## config.mk

```make
export PLATFORM = sky130hd
export DESIGN_NAME = stack_arbiter
export DESIGN_NICKNAME = d
export VERILOG_FILES = /design/src/rtl/stack_arb_pkg.sv /design/src/rtl/stack_arbiter_rr_arb2.sv /design/src/rtl/stack_arbiter.sv
export SDC_FILE = /design/constraint.sdc
export NUM_CORES = 1
export LEC_CHECK = 0
export ABC_AREA = 0
export BUFFER_PORTS_ARGS = -buffer_cell sky130_fd_sc_hd__buf_2
export CAP_MARGIN = 40
export CORE_MARGIN = 8
export CORE_UTILIZATION = 53
export DETAILED_ROUTE_END_ITERATION = 8
export PLACE_DENSITY = 0.87
export SLEW_MARGIN = 30
export SYNTH_ARGS = -nofsm -noshare
export SYNTH_HDL_FRONTEND = slang
export SYNTH_SLANG_ARGS = --single-unit
```

## constraint.sdc

```tcl
create_clock -name clk -period 5.4 [get_ports clk]
set_input_delay 0.81 -clock clk [delete_from_list [all_inputs] [get_ports clk]]
set_output_delay 0.81 -clock clk [all_outputs]
set_load 0.01 [all_outputs]
```

## src/rtl/stack_arb_pkg.sv

```systemverilog
// stack_arb_pkg: shared definitions for the two-requester stack arbiter.
//   state_t         FSM state encoding (IDLE, ISSUE, POPWAIT, RESP)
//   OP_PUSH/OP_POP  encoding of a requester's req_op bit
//   DATA_W_DEF      default data width (matches the stack width)
//   DEPTH_DEF       default stack depth
package stack_arb_pkg;

  localparam int DATA_W_DEF = 16;
  localparam int DEPTH_DEF  = 32;

  localparam logic OP_PUSH = 1'b0;
  localparam logic OP_POP  = 1'b1;

  typedef enum logic [1:0] {
    IDLE    = 2'd0,
    ISSUE   = 2'd1,
    POPWAIT = 2'd2,
    RESP    = 2'd3
  } state_t;

endpackage

```

## src/rtl/stack_arbiter_rr_arb2.sv

```systemverilog
// rr_arb2: combinational 2-way round-robin arbiter.
//   req[1:0]   requests
//   last_gnt   index of the requester granted most recently
//   gnt[1:0]   one-hot grant (all zero when nothing is requested)
// When both request, the one not granted last wins.
module rr_arb2 (
  input  logic [1:0] req,
  input  logic       last_gnt,
  output logic [1:0] gnt
);

  always_comb begin
    gnt = 2'b00;
    if (req == 2'b11) begin
      gnt = last_gnt ? 2'b01 : 2'b10;
    end else begin
      gnt = req;
    end
  end

endmodule

```

## src/rtl/stack_arbiter.sv

```systemverilog
// stack_arbiter: shares one DEPTH x DATA_W hardware stack between two
// requesters. One transaction is in flight at a time; occupancy is tracked
// here so that overflow/underflow never reaches the stack.
//   clk, rst               clock (rising edge), async active-high reset
//   req_valid/op/data      per-requester request (op 0 = push, 1 = pop)
//   gnt                    one-cycle pulse: request accepted
//   rsp_valid/data/err     one-cycle response to the granted requester
//   stk_push/pop/data      strobes and push data to the stack
//   stk_top                stack top-of-stack
//   count                  current occupancy, 0..DEPTH
//   ovf_cnt, udf_cnt       rejected push/pop counters
// Build option: define STACK_ARB_STATS_EN to build the saturating error
// counters; otherwise ovf_cnt/udf_cnt are tied to 0.
module stack_arbiter
  import stack_arb_pkg::*;
#(
  parameter int DATA_W = DATA_W_DEF,
  parameter int DEPTH  = DEPTH_DEF
) (
  input  logic                       clk,
  input  logic                       rst,
  input  logic [1:0]                 req_valid,
  input  logic [1:0]                 req_op,
  input  logic [1:0][DATA_W-1:0]     req_data,
  output logic [1:0]                 gnt,
  output logic [1:0]                 rsp_valid,
  output logic [DATA_W-1:0]          rsp_data,
  output logic                       rsp_err,
  output logic                       stk_push,
  output logic                       stk_pop,
  output logic [DATA_W-1:0]          stk_data,
  input  logic [DATA_W-1:0]          stk_top,
  output logic [$clog2(DEPTH):0]     count,
  output logic [7:0]                 ovf_cnt,
  output logic [7:0]                 udf_cnt
);

  localparam int CNT_W = $clog2(DEPTH) + 1;
  localparam logic [CNT_W-1:0] FULL = CNT_W'(DEPTH);

  state_t            state;
  logic              last_gnt;
  logic              win;
  logic              op_q;
  logic              err_q;
  logic [DATA_W-1:0] data_q;
  logic [1:0]        arb_gnt;
  logic              full;
  logic              empty;

  assign full  = (count == FULL);
  assign empty = (count == '0);

  rr_arb2 u_rr_arb2 (
    .req      (req_valid),
    .last_gnt (last_gnt),
    .gnt      (arb_gnt)
  );

  always_ff @(posedge clk or posedge rst) begin
    if (rst) begin
      state     <= IDLE;
      last_gnt  <= 1'b1;
      win       <= 1'b0;
      op_q      <= OP_PUSH;
      err_q     <= 1'b0;
      data_q    <= '0;
      gnt       <= 2'b00;
      rsp_valid <= 2'b00;
      rsp_data  <= '0;
      rsp_err   <= 1'b0;
      stk_push  <= 1'b0;
      stk_pop   <= 1'b0;
      stk_data  <= '0;
      count     <= '0;
    end else begin
      // Pulsed outputs default low every cycle.
      gnt       <= 2'b00;
      rsp_valid <= 2'b00;
      rsp_data  <= '0;
      rsp_err   <= 1'b0;
      stk_push  <= 1'b0;
      stk_pop   <= 1'b0;
      case (state)
        // Arbitrate and latch the winning transaction.
        IDLE: begin
          if (|req_valid) begin
            gnt      <= arb_gnt;
            win      <= arb_gnt[1];
            last_gnt <= arb_gnt[1];
            op_q     <= req_op[arb_gnt[1]];
            data_q   <= req_data[arb_gnt[1]];
            err_q    <= 1'b0;
            state    <= ISSUE;
          end
        end
        // Strobe the stack, or reject when it would over/underflow.
        ISSUE: begin
          if (op_q == OP_PUSH) begin
            if (!full) begin
              stk_push <= 1'b1;
              stk_data <= data_q;
              count    <= count + 1'b1;
            end else begin
              err_q <= 1'b1;
            end
            state <= RESP;
          end else if (!empty) begin
            stk_pop <= 1'b1;
            count   <= count - 1'b1;
            state   <= POPWAIT;
          end else begin
            err_q <= 1'b1;
            state <= RESP;
          end
        end
        // stk_top still shows the popped entry while stk_pop is high.
        POPWAIT: begin
          data_q <= stk_top;
          state  <= RESP;
        end
        // Return the result to the granted requester.
        RESP: begin
          rsp_valid <= win ? 2'b10 : 2'b01;
          rsp_data  <= (err_q || op_q == OP_PUSH) ? '0 : data_q;
          rsp_err   <= err_q;
          state     <= IDLE;
        end
        default: state <= IDLE;
      endcase
    end
  end

`ifdef STACK_ARB_STATS_EN
  logic rej_push;
  logic rej_pop;

  function automatic logic [7:0] sat_inc8(input logic [7:0] v);
    return (v == 8'hFF) ? v : v + 8'd1;
  endfunction

  assign rej_push = (state == ISSUE) && (op_q == OP_PUSH) && full;
  assign rej_pop  = (state == ISSUE) && (op_q == OP_POP) && empty;

  always_ff @(posedge clk or posedge rst) begin
    if (rst) begin
      ovf_cnt <= 8'd0;
      udf_cnt <= 8'd0;
    end else begin
      if (rej_push) ovf_cnt <= sat_inc8(ovf_cnt);
      if (rej_pop)  udf_cnt <= sat_inc8(udf_cnt);
    end
  end
`else
  assign ovf_cnt = 8'd0;
  assign udf_cnt = 8'd0;
`endif

endmodule

```

======== Yosys cells after proc, flatten, opt, wreduce, memory -nomap -nowiden ========
Cells that the tools add are included.
word-level totals
  register bits after elaboration ......... 67
  input bits .............................. 54
  word-level logic and storage cells ...... 73
cells by class
  $add $sub $neg .......................... 2
  magnitude comparators ................... 1
  eq/ne operators ......................... 10
  mux-type cells .......................... 33
  bitwise operators ....................... 2
  reduce and logical (&&, ||, !) cells .... 11
operators by type and width
  cell                                                                   number
  16-bit 2-to-1 mux                                                      5
  16-bit case mux with 2 select lines                                    1
  6-bit 2-to-1 mux                                                       3
  1-bit 2-to-1 mux                                                       15
  2-bit 2-to-1 mux                                                       7
  2-bit case mux with 4 select lines                                     1
  6-bit by 1-bit adder with 6-bit output (second input constant)         1
  2-bit == test (second input constant)                                  3
  6-bit == test (second input constant)                                  1
  6-bit zero test                                                        1
  2-bit != test (second input constant)                                  3
  3-bit != test (second input constant)                                  2
  3-bit AND reduction                                                    2
  6-bit by 1-bit subtractor with 6-bit output (second input constant)    1
  2-bit AND reduction                                                    2
  4-bit AND reduction                                                    1
  2-bit nonzero test                                                     2
  2-bit by 1-bit == test with 1-bit output (second input constant)       1
  2-bit zero test                                                        1
  1-bit by 2-bit < comparator with 1-bit output (second input constant)  1
  1-bit NOT                                                              2
  1-bit case mux with 2 select lines                                     1
  2-bit OR reduction                                                     1
  1-bit logical OR                                                       1

======== Longest topological paths before layout ========
  depth in word-level cells ............... 6
  gate-level depth with buffers ........... 8
  depth with buffers taken out ............ 7

======== By module ========
Synthesis repeated with hierarchy kept, for this count alone.
second synthesis, totals
  cells, all modules ...................... 276
  area total of the unflattened synthesis .. 3134.3 um2
modules (own cells, without submodules)
  module         instances  cells each  area each (um2)  seq. area each (um2)
  stack_arbiter  1          273         3115.5           1677.9
  rr_arb2        1          3           18.8             0.0

======== Worst setup path after synthesis ========
OpenSTA, ideal clock, no wires.
  kind .................................... input-to-reg
  start ................................... in req_valid[1]
  end ..................................... reg data_q[0]
  library setup time ...................... 0.136 ns
  data arrival time ....................... 1.899 ns
  required time ........................... 5.264 ns
  slack ................................... 3.366 ns
  stages on the path ...................... 7
  cell sequence ........................... a21boi_0 > buf_2 > buf_2 > mux2i_1 > nor2_1 > a21oi_1 > o21ai_0
on the way
  word-level cells in the longest chain between the ends .. 6
  elaborated cells on any way between the ends .. 9
  classes of those cells .................. 2 x eq/ne; 5 x mux; 2 x reduce/logical
ends and longest elaborated chain
  item                                                   line                         RTL
  from (decl)                                            stack_arbiter.sv:22          input logic [1:0] req_valid,
  2-bit == test                                          stack_arbiter_rr_arb2.sv:14  if (req == 2'b11) begin
  2-bit 2-to-1 mux                                       stack_arbiter_rr_arb2.sv:14
  16-bit 2-to-1 mux (not written as such) (2 in series)  stack_arbiter.sv:92          data_q <= req_data[arb_gnt[1]];
  16-bit 2-to-1 mux                                      stack_arbiter.sv:87          if (|req_valid) begin
  16-bit case mux with 2 select lines                    stack_arbiter.sv:84          case (state)
  to (signal assigned)                                   stack_arbiter.sv:92
  to (signal assigned)                                   stack_arbiter.sv:119         data_q <= stk_top;
  to (decl)                                              stack_arbiter.sv:46          logic [DATA_W-1:0] data_q;
Parallel ways exist; a longest one is shown, timed or not. The select of a mux whose other input is x is not followed.
A chain may end at the register's enable or synchronous reset.

======== Worst setup path after layout ========
  start ................................... reg state[1]
  end ..................................... reg stk_data[8]
on the way
  word-level cells in the longest chain between the ends .. 2
ends and longest elaborated chain
  item                                      line                  RTL
  from (decl)                               stack_arbiter.sv:41   state_t state;
  from (signal assigned)                    stack_arbiter.sv:62   state <= IDLE;
  from (signal assigned)                    stack_arbiter.sv:94   state <= ISSUE;
  from (signal assigned)                    stack_arbiter.sv:107  state <= RESP;
  2-bit by 1-bit == test with 1-bit output  stack_arbiter.sv:84
  3-bit AND reduction (no line)             n/a
  to (signal assigned)                      stack_arbiter.sv:102  stk_data <= data_q;
  to (decl)                                 stack_arbiter.sv:31   output logic [DATA_W-1:0] stk_data,
Every way passes these cells.

==> results.py <==
metrics = {
    "cells_and_area": {
        "area_growth_pct": 23.6,
        "drive_gt1_frac": 0.379,
        "fin_util": 0.664,
        "num_antenna_cells": 0,
        "finalNetCount": 441,
        "fillers": 479,
    },
    "global_route": {
        "grt-ovfl-total": 0,
        "antenna_found_initial": 0,
        "grt_pass1_vias": 2319,
        "grt_util_all_layers": 0.162,
        "grt_pass1_wl_mm": 11.0,
        "grt_max_degree": 68,
    },
    "timing": {
        "finalSetupViolCount": 0,
        "slew_headroom": 0.551,
        "grt_setup_unrepaired": "false",
        "max_freq_ghz": 0.464,
        "hold_violations": 0,
        "drv_slew": 0,
        "worst_pin_slew_ns": 0.671,
        "period_needed_ns": 2.16,
        "tns_ns": 0,
        "setup_slack_ns": 3.24,
        "fin_skew_ns": 0.00808,
        "finalCritPeriodShare": 0.399,
    },
    "die": {
        "start_util": 0.537,
        "dieHeight_um": 92.7,
        "io_pins": 115,
        "rows": 28,
        "fp.dieArea_mm2": 0.00860,
        "placeableCoreArea_mm2": 0.00582,
        "fp.dieW_um": 92.7,
    },
    "critical_path": {
        "worstPathMaxFanout": 10,
        "startpoint_type": "flop",
        "critPathArrivalTime_ns": 2.38,
        "r2r_setup_slack_ns": 3.24,
        "worstSetupPathType": "flop to flop",
        "crit_path_start": "state[1]$_DFFE_PP0N_",
        "cp-endpoint": "stk_data[8]$_DFFE_PP0P_",
        "critPathCaptureType": "flop",
        "worstPathRequired_ns": 5.62,
        "rr_worst_depth": 6,
        "r2r-end": "stk_data[8]$_DFFE_PP0P_",
        "rr_startpoint": "state[1]$_DFFE_PP0N_",
    },
    "placed_design": {
        "place_ws_ns": 3.03,
        "post-dp-hpwl_mm": 5.23,
        "gp_congestion": 0.808,
        "portBuffers": 98,
    },
    "cts": {
        "clk_pin_slew_ns": 0.07,
        "cts_hold_buf": 0,
        "clock_latency_ns": 0.34,
        "cts_setup_buffers": 0,
        "clock_sinks": 67,
        "clockBufferDepth": 2,
        "root_buffer": "clkbuf_8",
        "cts_inserted_buffers": 9,
        "post_cts_resized": 0,
        "h-tree-depth": 3,
        "cts_tree": "yes",
    },
    "power_and_ir_drop": {
        "pwr_density_cell_mw_per_mm2": 569,
        "total_power_mw": 2.20,
        "p_leak_nw": 2.04,
        "ir_drop_mv": 0.288,
    },
    "logic_synthesis": {
        "synth_top_area_frac": 0.529,
        "synth_compound_area_frac": 0.0962,
        "async_flop_share": 1.00,
        "synth_edf_count": 0,
        "yosys.area_share.xor_xnor": 0.0168,
        "ys_types": 35,
        "ys_ff_latch": 67,
        "synth_ff_type": "dfrtp_1",
        "synth_top_family_by_area": "multiplexers",
        "syn_area_mm2": 0.00312,
        "ys_seq_area_frac": 0.537,
        "yosysTopAreaCell": "dfrtp_1",
        "syn_inst": 277,
        "muxShareOfSynthArea": 0.136,
        "syn_avg_cell_area_um2": 11.3,
        "synthMostInstantiatedCell": "dfrtp_1",
        "yosys_warnings": 0,
        "synth-simple-area-share": 0.108,
        "synthAdderAreaFrac": 0.0385,
        "synthTopCellsByArea": "dfrtp_1 53%, mux2i_1 5.5%, o21ai_0 3.8%, buf_4 3.8%, mux2_4 3.8%",
        "synth_common_cells": "66 x dfrtp_1, 24 x o21ai_0, 22 x nand2_1",
    },
    "hold_path": {
        "min_path_type": "flop to flop",
    },
    "drt": {
        "wl_per_cell_um": 14.9,
        "drt_first_pass_iters": 4,
        "antenna_left": 0,
        "vias_per_cell": 4.85,
        "drt-initial-drc-count": 47,
        "drc": 0,
        "vias": 2222,
        "wl_mm": 6.83,
    },
    "job": {
        "maxCapViolCount": 0,
    },
    "status": {
        "outcome": "finished clean",
    },
}
-- power by group --
group          switching, mW  total, mW  internal, mW
sequential             0.135      0.836         0.702
clock                  0.183      0.407         0.223
combinational          0.505      0.955         0.451
total                  0.822       2.20          1.38
-- cells in the final DEF (no fill, tap or decap), types with 5 or more instances in the layout --
cell type  instances
buf_2             98
dfrtp_1           66
o21ai_0           23
nand2_1           22
a21oi_1           21
nor2_1            20
and2_1            19
mux2i_1           17
conb_1            16
mux2_2            10
clkbuf_8          10
mux2_4             8
inv_1              7
ha_1               7
xnor2_1            5
-- layer usage --
| layer | track usage | vias to the layer above | share of wire |
|---|---|---|---|
| li1 | - | 1101 | - |
| met1 | 0.194 | 1031 | 0.41 |
| met2 | 0.259 | 73 | 0.50 |
| met3 | 0.0445 | 17 | 0.058 |
| met4 | 0.0899 | 0 | 0.028 |
| met5 | 0 | - | 0 |
-- registers in the layout, indices dropped and copies added (netlist names) --
name,cells
stk_push,1
win,1
stk_pop,1
rsp_valid,2
state,2
err_q,1
gnt,2
data_q,16
op_q,1
rsp_data,16
rsp_err,1
last_gnt,1
count,6
stk_data,16
-- critical path: stages (launching register included) --
cell	delay [ns]
dfrtp_1	0.42
inv_1	0.11
ha_1	0.25
inv_1	0.12
nor3_4	0.53
buf_6	0.26
mux2_2	0.35
-- how the worst min path moves through the flow --
stage	startpoint	endpoint	depth (start not counted)
after floorplan	win$_DFFE_PP0P_	rsp_valid[0]$_DFF_PP0_	1
after detailed placement	win$_DFFE_PP0P_	rsp_valid[0]$_DFF_PP0_	1
final	win$_DFFE_PP0P_	rsp_valid[0]$_DFF_PP0_	1
after CTS	win$_DFFE_PP0P_	rsp_valid[0]$_DFF_PP0_	1
after global placement	win$_DFFE_PP0P_	rsp_valid[0]$_DFF_PP0_	1
after global routing	win$_DFFE_PP0P_	rsp_valid[0]$_DFF_PP0_	1
-- cells by family (layout without fill, tap and decap cells) --
family | count (synthesis) | count (layout)
other cells | 1 | 16
flops | 67 | 67
buf+inv | 36 | 127
simple gates | 67 | 67
xor+xnor | 6 | 6
compound gates | 55 | 55
fa+ha+maj | 9 | 9
mux | 36 | 36
-- layout make-up --
type	count	area (um2)	share of cell area
tap	75	93.8	0.0243
multi-input combinational	189	1310	0.340
timing repair buffer	103	552	0.143
clock buffer	11	141	0.0366
clock inverter	5	52.6	0.0136
sequential	67	1680	0.435
inverter	8	30.0	0.00778
-- per-stage QoR --
stage          instances  cell area, um2  hold WS [ns]
6_report             458            3860         0.440
3_3_place_gp         439            3610         0.436
5_1_grt              458            3860         0.471
3_5_place_dp         441            3640         0.435
4_1_cts              457            3830         0.443
2_1_floorplan        292            3180         0.417
(Power assumes the default switching activity.)
